$ cat config.mk
export PLATFORM = sky130hd
export DESIGN_NAME = muldiv_seq
export DESIGN_NICKNAME = d
export VERILOG_FILES = /design/src/rtl/muldiv_seq.sv
export SDC_FILE = /design/constraint.sdc
export NUM_CORES = 1
export LEC_CHECK = 0
export CAP_MARGIN = 40
export CORE_MARGIN = 1.5
export CORE_UTILIZATION = 52
export CTS_CLUSTER_SIZE = 8
export DETAILED_ROUTE_END_ITERATION = 8
export GPL_TIMING_DRIVEN = 1
export HOLD_SLACK_MARGIN = 0.03
export PLACE_DENSITY = 0.88
export SLEW_MARGIN = 20
export SYNTH_ARGS = -nofsm -noshare
export SYNTH_HDL_FRONTEND = slang
export SYNTH_SLANG_ARGS = --single-unit
$ cat constraint.sdc
create_clock -name clk_i -period 3.2 [get_ports clk_i]
set_clock_uncertainty 0.15 [all_clocks]
set_input_delay 0.64 -clock clk_i [delete_from_list [all_inputs] [get_ports clk_i]]
set_output_delay 0.64 -clock clk_i [all_outputs]
set_load 0.03 [all_outputs]
$ cat src/rtl/muldiv_seq.sv
// Iterative HI/LO multiply/divide sequencer for mult/multu/div/divu; divide support built only with MULDIV_DIV_EN.
// Latency: done_o pulses WIDTH+2 cycles after acceptance (2 cycles for divide by zero).
// Backpressure: busy_o high while an operation runs; start_i is ignored unless IDLE, a new start is taken in the done_o cycle.
module muldiv_seq #(
    parameter int WIDTH = 32
) (
    input  logic             clk_i,
    input  logic             rst_i,
    input  logic             start_i,
    input  logic [5:0]       funct_i,
    input  logic [WIDTH-1:0] src1_i,
    input  logic [WIDTH-1:0] src2_i,
    output logic             busy_o,
    output logic             done_o,
    output logic             err_o,
    output logic [WIDTH-1:0] hi_o,
    output logic [WIDTH-1:0] lo_o
);

    localparam int CW = $clog2(WIDTH) + 1;

    localparam logic [5:0] F_MULT  = 6'b011000;
    localparam logic [5:0] F_MULTU = 6'b011001;
`ifdef MULDIV_DIV_EN
    localparam logic [5:0] F_DIV   = 6'b011010;
    localparam logic [5:0] F_DIVU  = 6'b011011;
`endif

    typedef enum logic [1:0] {
        IDLE = 2'd0,
        LOAD = 2'd1,
        CALC = 2'd2,
        SIGN = 2'd3
    } state_t;

    state_t state, state_nxt;

    logic             funct_ok;
    logic             accept;
    logic             op_signed;
    logic             res_neg;
    logic [WIDTH-1:0] op_a;      // raw dividend/multiplicand, kept for the div-by-zero HI value
    logic [WIDTH-1:0] op_b;      // raw src2 until LOAD, its magnitude afterwards
    logic [WIDTH-1:0] mag_a;
    logic [WIDTH-1:0] mag_b;
    logic [2*WIDTH-1:0] acc;
    logic [2*WIDTH-1:0] acc_nxt;
    logic [2*WIDTH-1:0] mul_nxt;
    logic [WIDTH:0]     mul_sum;
    logic [CW-1:0]      cnt;
    logic               div_zero;

`ifdef MULDIV_DIV_EN
    logic               op_div;
    logic               rem_neg;
    logic [WIDTH:0]     div_diff;
    logic [2*WIDTH-1:0] div_nxt;
`endif

    // Decode which funct codes start an operation in this build.
    always_comb begin
        funct_ok = (funct_i == F_MULT) || (funct_i == F_MULTU);
`ifdef MULDIV_DIV_EN
        if ((funct_i == F_DIV) || (funct_i == F_DIVU)) begin
            funct_ok = 1'b1;
        end
`endif
    end

    assign accept = (state == IDLE) && start_i && funct_ok;
    assign busy_o = (state != IDLE);

    assign mag_a = (op_signed && op_a[WIDTH-1]) ? -op_a : op_a;
    assign mag_b = (op_signed && op_b[WIDTH-1]) ? -op_b : op_b;

`ifdef MULDIV_DIV_EN
    assign div_zero = op_div && (op_b == '0);
`else
    assign div_zero = 1'b0;
`endif

    // One iteration of shift-add multiply or restoring shift-subtract divide.
    always_comb begin
        mul_sum = {1'b0, acc[2*WIDTH-1:WIDTH]} + (acc[0] ? {1'b0, op_b} : {(WIDTH+1){1'b0}});
        mul_nxt = {mul_sum, acc[WIDTH-1:1]};
`ifdef MULDIV_DIV_EN
        div_diff = acc[2*WIDTH-1:WIDTH-1] - {1'b0, op_b};
        if (div_diff[WIDTH]) begin
            div_nxt = {acc[2*WIDTH-2:0], 1'b0};
        end else begin
            div_nxt = {div_diff[WIDTH-1:0], acc[WIDTH-2:0], 1'b1};
        end
        acc_nxt = op_div ? div_nxt : mul_nxt;
`else
        acc_nxt = mul_nxt;
`endif
    end

    // State register.
    always_ff @(posedge clk_i or negedge rst_i) begin
        if (!rst_i) begin
            state <= IDLE;
        end else begin
            state <= state_nxt;
        end
    end

    // Next-state logic: divide by zero bypasses CALC, CALC exits after WIDTH iterations.
    always_comb begin
        state_nxt = state;
        case (state)
            IDLE: if (accept) state_nxt = LOAD;
            LOAD: state_nxt = div_zero ? SIGN : CALC;
            CALC: if (cnt == CW'(WIDTH - 1)) state_nxt = SIGN;
            SIGN: state_nxt = IDLE;
            default: state_nxt = IDLE;
        endcase
    end

    // Operand capture, iteration datapath, sign correction and HI/LO write.
    always_ff @(posedge clk_i or negedge rst_i) begin
        if (!rst_i) begin
            op_a      <= '0;
            op_b      <= '0;
            op_signed <= 1'b0;
            res_neg   <= 1'b0;
            acc       <= '0;
            cnt       <= '0;
            hi_o      <= '0;
            lo_o      <= '0;
`ifdef MULDIV_DIV_EN
            op_div    <= 1'b0;
            rem_neg   <= 1'b0;
`endif
        end else begin
            case (state)
                IDLE: begin
                    if (accept) begin
                        op_a      <= src1_i;
                        op_b      <= src2_i;
                        op_signed <= ~funct_i[0];
`ifdef MULDIV_DIV_EN
                        op_div    <= funct_i[1];
`endif
                    end
                end
                LOAD: begin
                    op_b    <= mag_b;
                    res_neg <= op_signed & (op_a[WIDTH-1] ^ op_b[WIDTH-1]);
`ifdef MULDIV_DIV_EN
                    rem_neg <= op_signed & op_a[WIDTH-1];
`endif
                    acc     <= {{WIDTH{1'b0}}, mag_a};
                    cnt     <= '0;
                end
                CALC: begin
                    acc <= acc_nxt;
                    cnt <= cnt + CW'(1);
                end
                SIGN: begin
`ifdef MULDIV_DIV_EN
                    if (op_div) begin
                        if (div_zero) begin
                            lo_o <= '1;
                            hi_o <= op_a;
                        end else begin
                            lo_o <= res_neg ? -acc[WIDTH-1:0] : acc[WIDTH-1:0];
                            hi_o <= rem_neg ? -acc[2*WIDTH-1:WIDTH] : acc[2*WIDTH-1:WIDTH];
                        end
                    end else
`endif
                    begin
                        {hi_o, lo_o} <= res_neg ? -acc : acc;
                    end
                end
                default: ;
            endcase
        end
    end

    // done_o/err_o are registered one-cycle pulses aligned with the HI/LO write.
    always_ff @(posedge clk_i or negedge rst_i) begin
        if (!rst_i) begin
            done_o <= 1'b0;
`ifdef MULDIV_DIV_EN
            err_o  <= 1'b0;
`endif
        end else begin
            done_o <= (state == SIGN);
`ifdef MULDIV_DIV_EN
            err_o  <= (state == SIGN) && div_zero;
`endif
        end
    end

`ifndef MULDIV_DIV_EN
    assign err_o = 1'b0;
`endif

endmodule

==> results of run 1 <==
## cells in the final DEF (no fill, tap or decap), types with 32 or more instances in the layout
| master | synthesis | routed |
|---|---|---|
| nand3_1 | 33 | 32 |
| clkdlybuf4s50_1 | 0 | 137 |
| xor2_1 | 48 | 48 |
| nand2_1 | 101 | 101 |
| a21oi_1 | 144 | 141 |
| o21ai_0 | 101 | 97 |
| buf_4 | 1 | 72 |
| nor2_1 | 107 | 107 |
| and2_1 | 34 | 34 |
| xnor2_1 | 64 | 64 |
| mux2_2 | 53 | 53 |
| o22ai_1 | 37 | 37 |
| ha_1 | 41 | 37 |
| dfrtp_1 | 203 | 203 |
| inv_1 | 60 | 60 |
## state kept, by name, summed over array words and instances, names as in the netlist
| signal | cells |
|---|---|
| acc | 64 |
| state | 2 |
| op_b | 32 |
| op_a | 32 |
| op_signed | 1 |
| done_o | 1 |
| hi_o | 32 |
| res_neg | 1 |
| lo_o | 32 |
| cnt | 6 |
## worst reg2reg max path, cell delays in order, from the launching register on
cell	delay [ps]
dfrtp_1	380
or4_4	550
or4b_4	620
nor4_2	290
buf_4	160
nand4_1	280
o31ai_2	340
xnor2_1	160
a21oi_1	90
## how the worst max path moves through the flow
stage | end | cells past startpoint
6_report | hi_o[16] | 8
5_1_grt | hi_o[16] | 8
4_1_cts | hi_o[28] | 7
3_5_place_dp | hi_o[19] | 7
3_3_place_gp | hi_o[28] | 7
2_1_floorplan | acc[53] | 13
## metrics by stage
step	worst slack, ps	util, %	hold WS, ps	total power [mW]
floorplan	159	-	194	10.6
global placement	76.3	62.3	339	13.6
detailed placement	-30.1	62.3	354	13.9
CTS	4.31	65.7	371	16.8
global route	-46.7	66.1	381	18.1
finish	48.5	66.1	371	17.0
## kinds of logic (layout without fill, tap and decap cells)
logic type               count (synthesis)  count (layout)  share of synthesized area, %
multiplexers                            64              64                          5.62
AO/OA/AOI/OAI                          421             421                          20.9
other                                    1               1                        0.0298
adder cells (fa/ha/maj)                 42              42                          4.24
AND/OR/NAND/NOR                        418             418                          16.8
XOR/XNOR                               112             112                          7.80
flip-flops                             203             203                          40.4
buffers and inverters                  140             309                          4.21
## timing repair
action / CTS / global route
pin swaps: 0 / 13
setup buffers: 0 / 4
endpoints found under the hold margin: 70 / 0
resized for setup: 2 / 20
hold buffers: 1 / 0
endpoints found under the setup margin: 3 / 36
## metal layers
layer	up-vias	global-route usage (%)
li1	5423	-
met1	5684	43.2
met2	593	44.9
met3	61	4.00
met4	0	7.70
met5	-	0
## area by class of cell
class | instances | share of cell area (%)
Clock inverter | 2 | 0.320
Multi-Input combinational cell | 1058 | 45.4
Inverter | 61 | 1.47
Sequential cell | 203 | 32.5
Timing Repair Buffer | 216 | 13.0
Clock buffer | 30 | 4.67
Tap cell | 319 | 2.56
## power groups by stage
stage	sequential [mW]	clock, mW	combinational [mW]
after CTS	4.61	2.80	9.36
after floorplan	5.16	0	5.45
final	4.67	2.78	9.57
after detailed placement	4.64	0	9.29
after global routing	4.77	2.91	10.4
after global placement	4.59	0	9.04
==> summary.md, run 1 <==
| Metric | Value |
|---|---|
| 1st-pass router iterations | `6` |
| TritonCTS clock tree | `done` |
| Crit path max-delay family | `simple AND/OR/NAND/NOR gates` |
| Clock transition at path regs | `50 ps` |
| CP Launch Type | `register` |
| Num CTS Buffers | `29` |
| Total Wirelength | `36.4 mm` |
| Register area | `5080 um2` |
| Fill count | `1,845` |
| DR WL/cell | `19.3 um` |
| Period utilisation layout | `98.5%` |
| Detail Route Antenna Nets | `0` |
| Cell Rows | `56` |
| Most common flop cell mapped by yosys | `dfrtp_1` |
| RR Endpoint | `hi_o[16]` |
| Crit path time final | `3150 ps` |
| Worst-path maximum fanout | `5` |
| Syn nets | `1,516` |
| Clk pwr share | `16.4%` |
| Crit path required time | `3460 ps` |
| GR Overflow Total | `0` |
| Fmax achieved | `0.317 GHz` |
| Post-synth EDFFs | `0` |
| Psw | `7.81 mW` |
| Number of distinct library cells after synthesis | `68` |
| Max stage delay on crit path | `610 ps` |
| Seq cells post-synth | `203` |
| Critical path buffers and inverters | `1` |
| Hold WC Path Type | `register to register` |
| Crit path kind | `register to register` |
| Worst slew margin | `52.3%` |
| Crit path launch | `acc[19]` |
| Post-Layout Inst Area | `15,600 um2` |
| Worst reg2reg setup slack | `50 ps` |
| Worst path slowest cell | `or4b_4` |
| RD Place Congestion | `0.950` |
| Largest net degree at the start of global routing | `75` |
| Status | `complete, no violations` |
| Clock sink count | `203` |
| Syn_area_per_cell | `8.97 um2` |
| Max-slew violation count | `0` |
| Placed Area | `14,700 um2` |
| Final setup vio count | `0` |
| Leakage Power | `6.54 nW` |
| Max-Cap Viols | `0` |
| Biggest area consumer among synthesized cells | `dfrtp_1` |
| Hold path endpoint | `cnt[0]` |
| Initial Util | `53.2%` |
| Critical path, cell by cell | `or4_4 -> or4b_4 -> nor4_2 -> buf_4 -> nand4_1 -> o31ai_2 -> xnor2_1 -> a21oi_1` |
| Clock buffer depth | `3` |
| Layout cells sized above 1 | `13.1%` |
| Ant. Diodes | `0` |
| Syn. warnings | `0` |
| Synth top cells by count | `203 x dfrtp_1, 144 x a21oi_1, 107 x nor2_1` |
| Layout Cells excl Fill | `1,889` |
| Worst slew pin tran | `716 ps` |
| Post-DP HPWL | `26.7 mm` |
| Met2 wire length | `16.4 mm` |
| Top sig layer | `met4` |
| Sequential fraction of the synthesis area | `40.4%` |
| Top-count cell post-synth | `dfrtp_1` |
| Top cell type's share of synthesized area | `40.4%` |
| CTS root buffer | `clkbuf_16` |
| DRT iter0 DRCs | `1,104` |
| Hold path start | `cnt[0]` |
| Placed cells | `1,852` |
| Reg2reg start | `acc[19]` |
| Initial antenna violation count | `0` |
| Met3 WL post-DR | `3.21 mm` |
| Vias in the first global route | `10,947` |
| RSZ-0062 raised after global routing | `yes` |
| CTS H-tree lvls | `1` |
| Die ar. | `25,100 um2` |
| Synth-to-layout area growth | `24.2%` |
| DRT met1 WL | `16.1 mm` |
| Hold Path Depth | `1` |
| Reg power frac | `27.4%` |
| Port bufs | `138` |
| Total Routing Usage GR | `29.2%` |
| Critical path endpoint category | `register` |
| Chip height | `158 um` |
| Share of flip-flops with an asynchronous set or reset | `100%` |
| PwrDens | `1090 nW/um2` |
| VDD IR max | `0.596 mV` |
| Die X | `158 um` |
| Arrival @ worst endpoint | `3410 ps` |
| Area occupied by multi-input gates | `7090 um2` |
| Combinational Power Share | `56.2%` |
| First-pass GRT wire length | `58.2 mm` |
| Fin Setup TNS | `0 ps` |
| Synth Cell Area | `12,600 um2` |
| Worst R2R Path Depth | `8` |
| Final Hold Fails | `0` |
| Via count | `11,761` |
| Worst skew pair latency | `560 ps` |
| I/O pin total | `140` |
| DRC viols | `0` |
| Vias per inst | `6.23` |
| Core Region | `23,600 um2` |
| Synth area leaders | `dfrtp_1 40%, a21oi_1 5.7%, mux2_2 4.7%, xnor2_1 4.5%, ha_1 4.1%` |
| P_int | `9.21 mW` |
| Switching part of the total | `45.9%` |
| Nets | `1,684` |
| Gate Count Post-Synth | `1,401` |
No activity file was read; power rests on OpenSTA's default activity.
==> run 2, diff against run 1 <==
--- a/config.mk
+++ b/config.mk
@@ -12,7 +12,7 @@
 export DETAILED_ROUTE_END_ITERATION = 8
 export GPL_TIMING_DRIVEN = 1
 export HOLD_SLACK_MARGIN = 0.03
-export PLACE_DENSITY = 0.88
+export PLACE_DENSITY = 0.84
 export SLEW_MARGIN = 20
 export SYNTH_ARGS = -nofsm -noshare
 export SYNTH_HDL_FRONTEND = slang
==> run 2 against run 1 <==
  * Global-route usage decreased by 0.10 points
  * Combinational power shrank 0.4%
  * Largest power group unchanged
  * Via count shrank 2.0%
  * Wire length down 0.59%
  * Largest cell class unchanged
  * Total power shrank 0.93%
  * Setup slack better by 80 ps
  * Clock power is 3% lower
  * Sequential share of layout area increased by 0.10 points
  * Critical endpoint unchanged
  * First-iteration DRC count grew 8.2%
==> summary.md, run 2 (synthesis results as in run 1) <==
| Metric | Value |
|---|---|
| Die ar. | `25,100 um2 (unchanged)` |
| Final Hold Fails | `0 (unchanged)` |
| 1st-pass router iterations | `5 (-1)` |
| Layout Cells excl Fill | `1,890 (+0.053%)` |
| Total Wirelength | `36.2 mm (-0.59%)` |
| Register area | `5080 um2 (unchanged)` |
| Hold path endpoint | `hi_o[14]` |
| PwrDens | `1080 nW/um2 (-0.62%)` |
| Arrival @ worst endpoint | `3310 ps (-100 ps)` |
| Vias per inst | `6.10 (-2.0%)` |
| GR Overflow Total | `0 (unchanged)` |
| Largest net degree at the start of global routing | `78 (+4.0%)` |
| Placed Area | `14,700 um2 (about the same)` |
| RD Place Congestion | `0.994 (+4.7%)` |
| Cell Rows | `56 (unchanged)` |
| Chip height | `158 um (unchanged)` |
| Placed cells | `1,853 (+0.054%)` |
| Fmax achieved | `0.326 GHz (+2.6%)` |
| Clock transition at path regs | `50 ps (about the same)` |
| Port bufs | `138 (unchanged)` |
| Post-DP HPWL | `26.3 mm (-1.6%)` |
| Worst reg2reg setup slack | `130 ps (+80 ps)` |
| RR Endpoint | `hi_o[16]` |
| Critical path endpoint category | `register` |
| Total Routing Usage GR | `29.1% (-0.10 points)` |
| Via count | `11,526 (-2.0%)` |
| DR WL/cell | `19.2 um (-0.65%)` |
| Crit path time final | `3070 ps (-80.2 ps)` |
| Clock sink count | `203 (unchanged)` |
| Period utilisation layout | `96.0% (-2.5 points)` |
| Hold WC Path Type | `register to register` |
| Ant. Diodes | `0 (unchanged)` |
| TritonCTS clock tree | `done` |
| Layout cells sized above 1 | `12.9% (-0.20 points)` |
| Most common cell after layout, fill and taps aside | `dfrtp_1` |
| Detail Route Antenna Nets | `0 (unchanged)` |
| Post-Layout Inst Area | `15,600 um2 (-0.31%)` |
| Initial Util | `53.2% (unchanged)` |
| Initial antenna violation count | `0 (unchanged)` |
| Most frequent cells in the layout | `203 x dfrtp_1, 142 x a21oi_1, 137 x clkdlybuf4s50_1` |
| Synth-to-layout area growth | `23.8%` |
| CP Launch Type | `register` |
| Reg2reg start | `acc[13]` |
| Largest Register | `acc` |
| Num CTS Buffers | `29 (unchanged)` |
| Area occupied by multi-input gates | `7060 um2 (-0.49%)` |
| Core Region | `23,600 um2 (unchanged)` |
| Final setup vio count | `0 (unchanged)` |
| Hold path start | `hi_o[14]` |
| Crit path kind | `register to register` |
| Worst slew margin | `53.0% (+0.73 points)` |
| Max-slew violation count | `0 (unchanged)` |
| Crit path required time | `3440 ps (-20 ps)` |
| Leakage Power | `6.53 nW (-0.18%)` |
| Worst slew pin tran | `705 ps (-10.9 ps)` |
| CTS H-tree lvls | `1 (unchanged)` |
| Die X | `158 um (unchanged)` |
| VDD IR max | `0.618 mV (+3.8%)` |
| Worst-path maximum fanout | `6 (+1)` |
| Largest register FFs | `64 (unchanged)` |
| Worst R2R Path Depth | `8 (unchanged)` |
| Vias in the first global route | `10,828 (-1.1%)` |
| DRC viols | `0 (unchanged)` |
| DRT iter0 DRCs | `1,194 (+8.2%)` |
| CTS root buffer | `clkbuf_16` |
| First-pass GRT wire length | `57.4 mm (-1.5%)` |
| Nets | `1,684 (unchanged)` |
| Tot Pwr | `16.9 mW (-0.93%)` |
| Max-Cap Viols | `0 (unchanged)` |
| Fill count | `1,912 (+3.6%)` |
| Fin Setup TNS | `0 ps (unchanged)` |
| Clock buffer depth | `3 (unchanged)` |
| Worst skew pair latency | `550 ps (about the same)` |
| Hold Path Depth | `2 (+1)` |
| Status | `complete, no violations` |
| I/O pin total | `140 (unchanged)` |
==> run 2: cell types whose count changed in the layout (fill, tap and decap cells not counted), moves of 2 or more <==
cell	before	now
o21ai_1	4	2
clkbuf_8	1	3
a31oi_2	2	0
a31oi_1	8	11
==> run 2: critical path, stage by stage, from the launching register on <==
cell and delay (ps):
dfrtp_1 360, or4_1 590, or4b_4 570, nor4_2 280, buf_4 160, nand4_1 230
o31ai_2 340, xnor2_1 150, a21oi_1 80
==> run 2: how the worst max path moves through the flow <==
stage | from | endpoint | slack [ps] | cells after the start
finish | acc[13] | hi_o[16] | 130 | 8
global route | acc[22] | hi_o[16] | -70 | 8
CTS | acc[26] | hi_o[31] | 10 | 7
detailed placement | acc[26] | hi_o[28] | -10 | 7
global placement | acc[27] | hi_o[28] | 50 | 7
floorplan | acc[0] | acc[53] | 160 | 13
==> run 2: area by class of cell <==
class | count | area share [%]
Clock buffer | 32 | 4.86
Clock inverter | 1 | 0.0563
Inverter | 61 | 1.47
Multi-Input combinational cell | 1058 | 45.3
Sequential cell | 203 | 32.6
Tap cell | 319 | 2.56
Timing Repair Buffer | 216 | 13.1
==> run 2: report_power, final <==
part / switching [mW] / internal [mW] / leakage (nW) / total, mW
clock: 1.06 / 1.63 / 0.377 / 2.69
combinational: 5.60 / 3.94 / 3.63 / 9.53
sequential: 1.06 / 3.57 / 2.52 / 4.64
==> run 2: stage by stage <==
| step | setup slack [ps] | hold slack, ps | util [%] |
|---|---|---|---|
| 5_1_grt | -69.6 | 384 | 65.9 |
| 2_1_floorplan | 159 | 194 | - |
| 4_1_cts | 14.9 | 374 | 65.6 |
| 6_report | 129 | 366 | 65.9 |
| 3_3_place_gp | 46.4 | 343 | 62.3 |
| 3_5_place_dp | -13.8 | 361 | 62.3 |
==> run 2: timing repair <==
item,4_1_cts,5_1_grt
endpoints found under the hold margin,72,0
endpoints found under the setup margin,2,32
gates resized for setup,3,13
pin swaps,0,5
hold buffers,1,0
setup buffers,0,3
==> run 2: routing by layer <==
metal	global-route usage (%)	up-vias	wire length, um
li1	-	5415	-
met1	42.4	5511	16100
met2	43.9	525	16000
met3	5.80	75	3300
met4	7.88	0	799
met5	0	-	0
==> run 3, diff against run 2 <==
--- a/config.mk
+++ b/config.mk
@@ -8,6 +8,7 @@
 export CAP_MARGIN = 40
 export CORE_MARGIN = 1.5
 export CORE_UTILIZATION = 52
+export CTS_CLUSTER_DIAMETER = 150
 export CTS_CLUSTER_SIZE = 8
 export DETAILED_ROUTE_END_ITERATION = 8
 export GPL_TIMING_DRIVEN = 1
==> run 3 against run 2 <==
  * Design area shrank 0.10%
  * Register-to-register slack got worse by 50 ps
  * Setup slack got worse by 49 ps
  * Sequential power about the same
  * Critical path type unchanged
==> summary.md, run 3 (synthesis results as in run 1) <==
| Metric | Value |
|---|---|
| Worst slew margin | `52.2% (-0.81 points)` |
| Clock transition at path regs | `50 ps (about the same)` |
| Most common cell after layout, fill and taps aside | `dfrtp_1` |
| Max-slew violation count | `0 (unchanged)` |
| CP Launch Type | `register` |
| Fill count | `1,920 (+0.42%)` |
| Worst path slowest cell | `or4_1` |
| Largest net degree at the start of global routing | `78 (unchanged)` |
| Crit path required time | `3440 ps (about the same)` |
| Area occupied by multi-input gates | `7060 um2 (about the same)` |
| Final setup vio count | `0 (unchanged)` |
| Register area | `5080 um2 (unchanged)` |
| Cell Rows | `56 (unchanged)` |
| Leakage Power | `6.51 nW (-0.23%)` |
| RD Place Congestion | `0.994 (unchanged)` |
| Placed cells | `1,853 (unchanged)` |
| Most frequent cells in the layout | `203 x dfrtp_1, 142 x a21oi_1, 137 x clkdlybuf4s50_1` |
| Period utilisation layout | `97.5% (+1.5 points)` |
| I/O pin total | `140 (unchanged)` |
| GR Overflow Total | `0 (unchanged)` |
| Post-DP HPWL | `26.3 mm (unchanged)` |
| Final setup margin | `79.6 ps (-49.2 ps)` |
| Vias in the first global route | `10,847 (+0.18%)` |
| Tot Pwr | `16.9 mW (about the same)` |
| Fin Setup TNS | `0 ps (unchanged)` |
| Chip height | `158 um (unchanged)` |
| Largest register FFs | `64 (unchanged)` |
| Via count | `11,590 (+0.56%)` |
| CTS H-tree lvls | `1 (unchanged)` |
| Placed Area | `14,700 um2 (unchanged)` |
| Worst slew pin tran | `717 ps (+12.2 ps)` |
| VDD IR max | `0.643 mV (+4.1%)` |
| Initial Util | `53.2% (unchanged)` |
| Critical path, cell by cell | `or4_1 -> or4_4 -> nor4_4 -> buf_4 -> nand3_1 -> o41ai_2 -> xnor2_1 -> a21oi_1` |
| Crit path time final | `3120 ps (+49.2 ps)` |
| Crit path kind | `register to register` |
| Total Routing Usage GR | `29.0% (-0.12 points)` |
| Core Region | `23,600 um2 (unchanged)` |
| DRT iter0 DRCs | `1,122 (-6.0%)` |
| Hold WC Path Type | `register to register` |
| PwrDens | `1080 nW/um2 (about the same)` |
| Clock buffer depth | `3 (unchanged)` |
| Max-Cap Viols | `0 (unchanged)` |
| Setup WS pre-CTS | `-13.8 ps (unchanged)` |
| Nets | `1,683 (-0.059%)` |
| Fmax achieved | `0.320 GHz (-1.6%)` |
| Critical path endpoint category | `register` |
| Arrival @ worst endpoint | `3360 ps (+50 ps)` |
| Detail Route Antenna Nets | `0 (unchanged)` |
| Port bufs | `138 (unchanged)` |
| Final core occ | `65.9% (-0.069 points)` |
| Worst-path maximum fanout | `7 (+1)` |
| Die ar. | `25,100 um2 (unchanged)` |
| Total Wirelength | `36.2 mm (about the same)` |
| Vias per inst | `6.14 (+0.72%)` |
| TritonCTS clock tree | `done` |
| Worst skew pair latency | `550 ps (about the same)` |
| Final Hold Fails | `0 (unchanged)` |
| DR WL/cell | `19.2 um (+0.14%)` |
| Initial antenna violation count | `0 (unchanged)` |
| Post-Layout Inst Area | `15,600 um2 (-0.10%)` |
| Ant. Diodes | `0 (unchanged)` |
| First-pass GRT wire length | `57.2 mm (-0.22%)` |
| Die X | `158 um (unchanged)` |
| CTS root buffer | `clkbuf_16` |
| Clock sink count | `203 (unchanged)` |
| DRC viols | `0 (unchanged)` |
| Num CTS Buffers | `29 (unchanged)` |
| Hold_ws | `368 ps (+2.01 ps)` |
| 1st-pass router iterations | `7 (+2)` |
| Status | `complete, no violations` |
| Max stage delay on crit path | `620 ps (+30 ps)` |
| Largest Register | `acc` |
| Synth-to-layout area growth | `23.7%` |
| Layout Cells excl Fill | `1,887 (-0.16%)` |
| Layout cells sized above 1 | `12.8% (-0.17 points)` |
==> run 3: path summary, 6_finish.rpt <==
check,start,end,slack (ps),cells after the start
max reg2reg,acc[26],hi_o[17],80,8
max,acc[26],hi_o[17],80,8
min reg2reg,hi_o[14],hi_o[14],370,2
max in group asynchronous,rst_i,lo_o[22],1550,3
min in group asynchronous,rst_i,op_a[18],560,2
min,hi_o[14],hi_o[14],370,2
==> run 3: critical path, delay by kind of cell, from the launching register on <==
family	cells	cell delay [ps]
AOI/OAI and AO/OA	2	390
xor gates and xnor gates	1	160
buffers and inverters	1	200
DFF	1	430
and+or+nand+nor	4	1630
==> run 3: power by group <==
| part | switching [mW] | internal (mW) | total (mW) |
|---|---|---|---|
| clock | 1.08 | 1.58 | 2.66 |
| combinational | 5.62 | 3.94 | 9.55 |
| sequential | 1.07 | 3.57 | 4.64 |
==> run 3: metal layers <==
metal  track usage (%)  share of wire (%)
met5                 0                  0
met3              5.31                9.1
met2              43.6                 44
met1              42.5                 44
met4              8.28                2.4
==> run 3: cell type report <==
class                      instances  area share, %
clock buffer                      29           4.67
multi-input combinational       1058           45.4
clock inverter                     2          0.177
tap                              319           2.57
timing repair buffer             215           13.0
sequential                       203           32.7
inverter                          61           1.47
==> run 3: repair_timing <==
item / CTS / global route
endpoints found under the setup margin: 3 / 30
hold buffers: 1 / 0
pin swaps: 0 / 5
setup buffers: 0 / 2
gates resized for setup: 2 / 14
hold endpoints to repair: 73 / 0
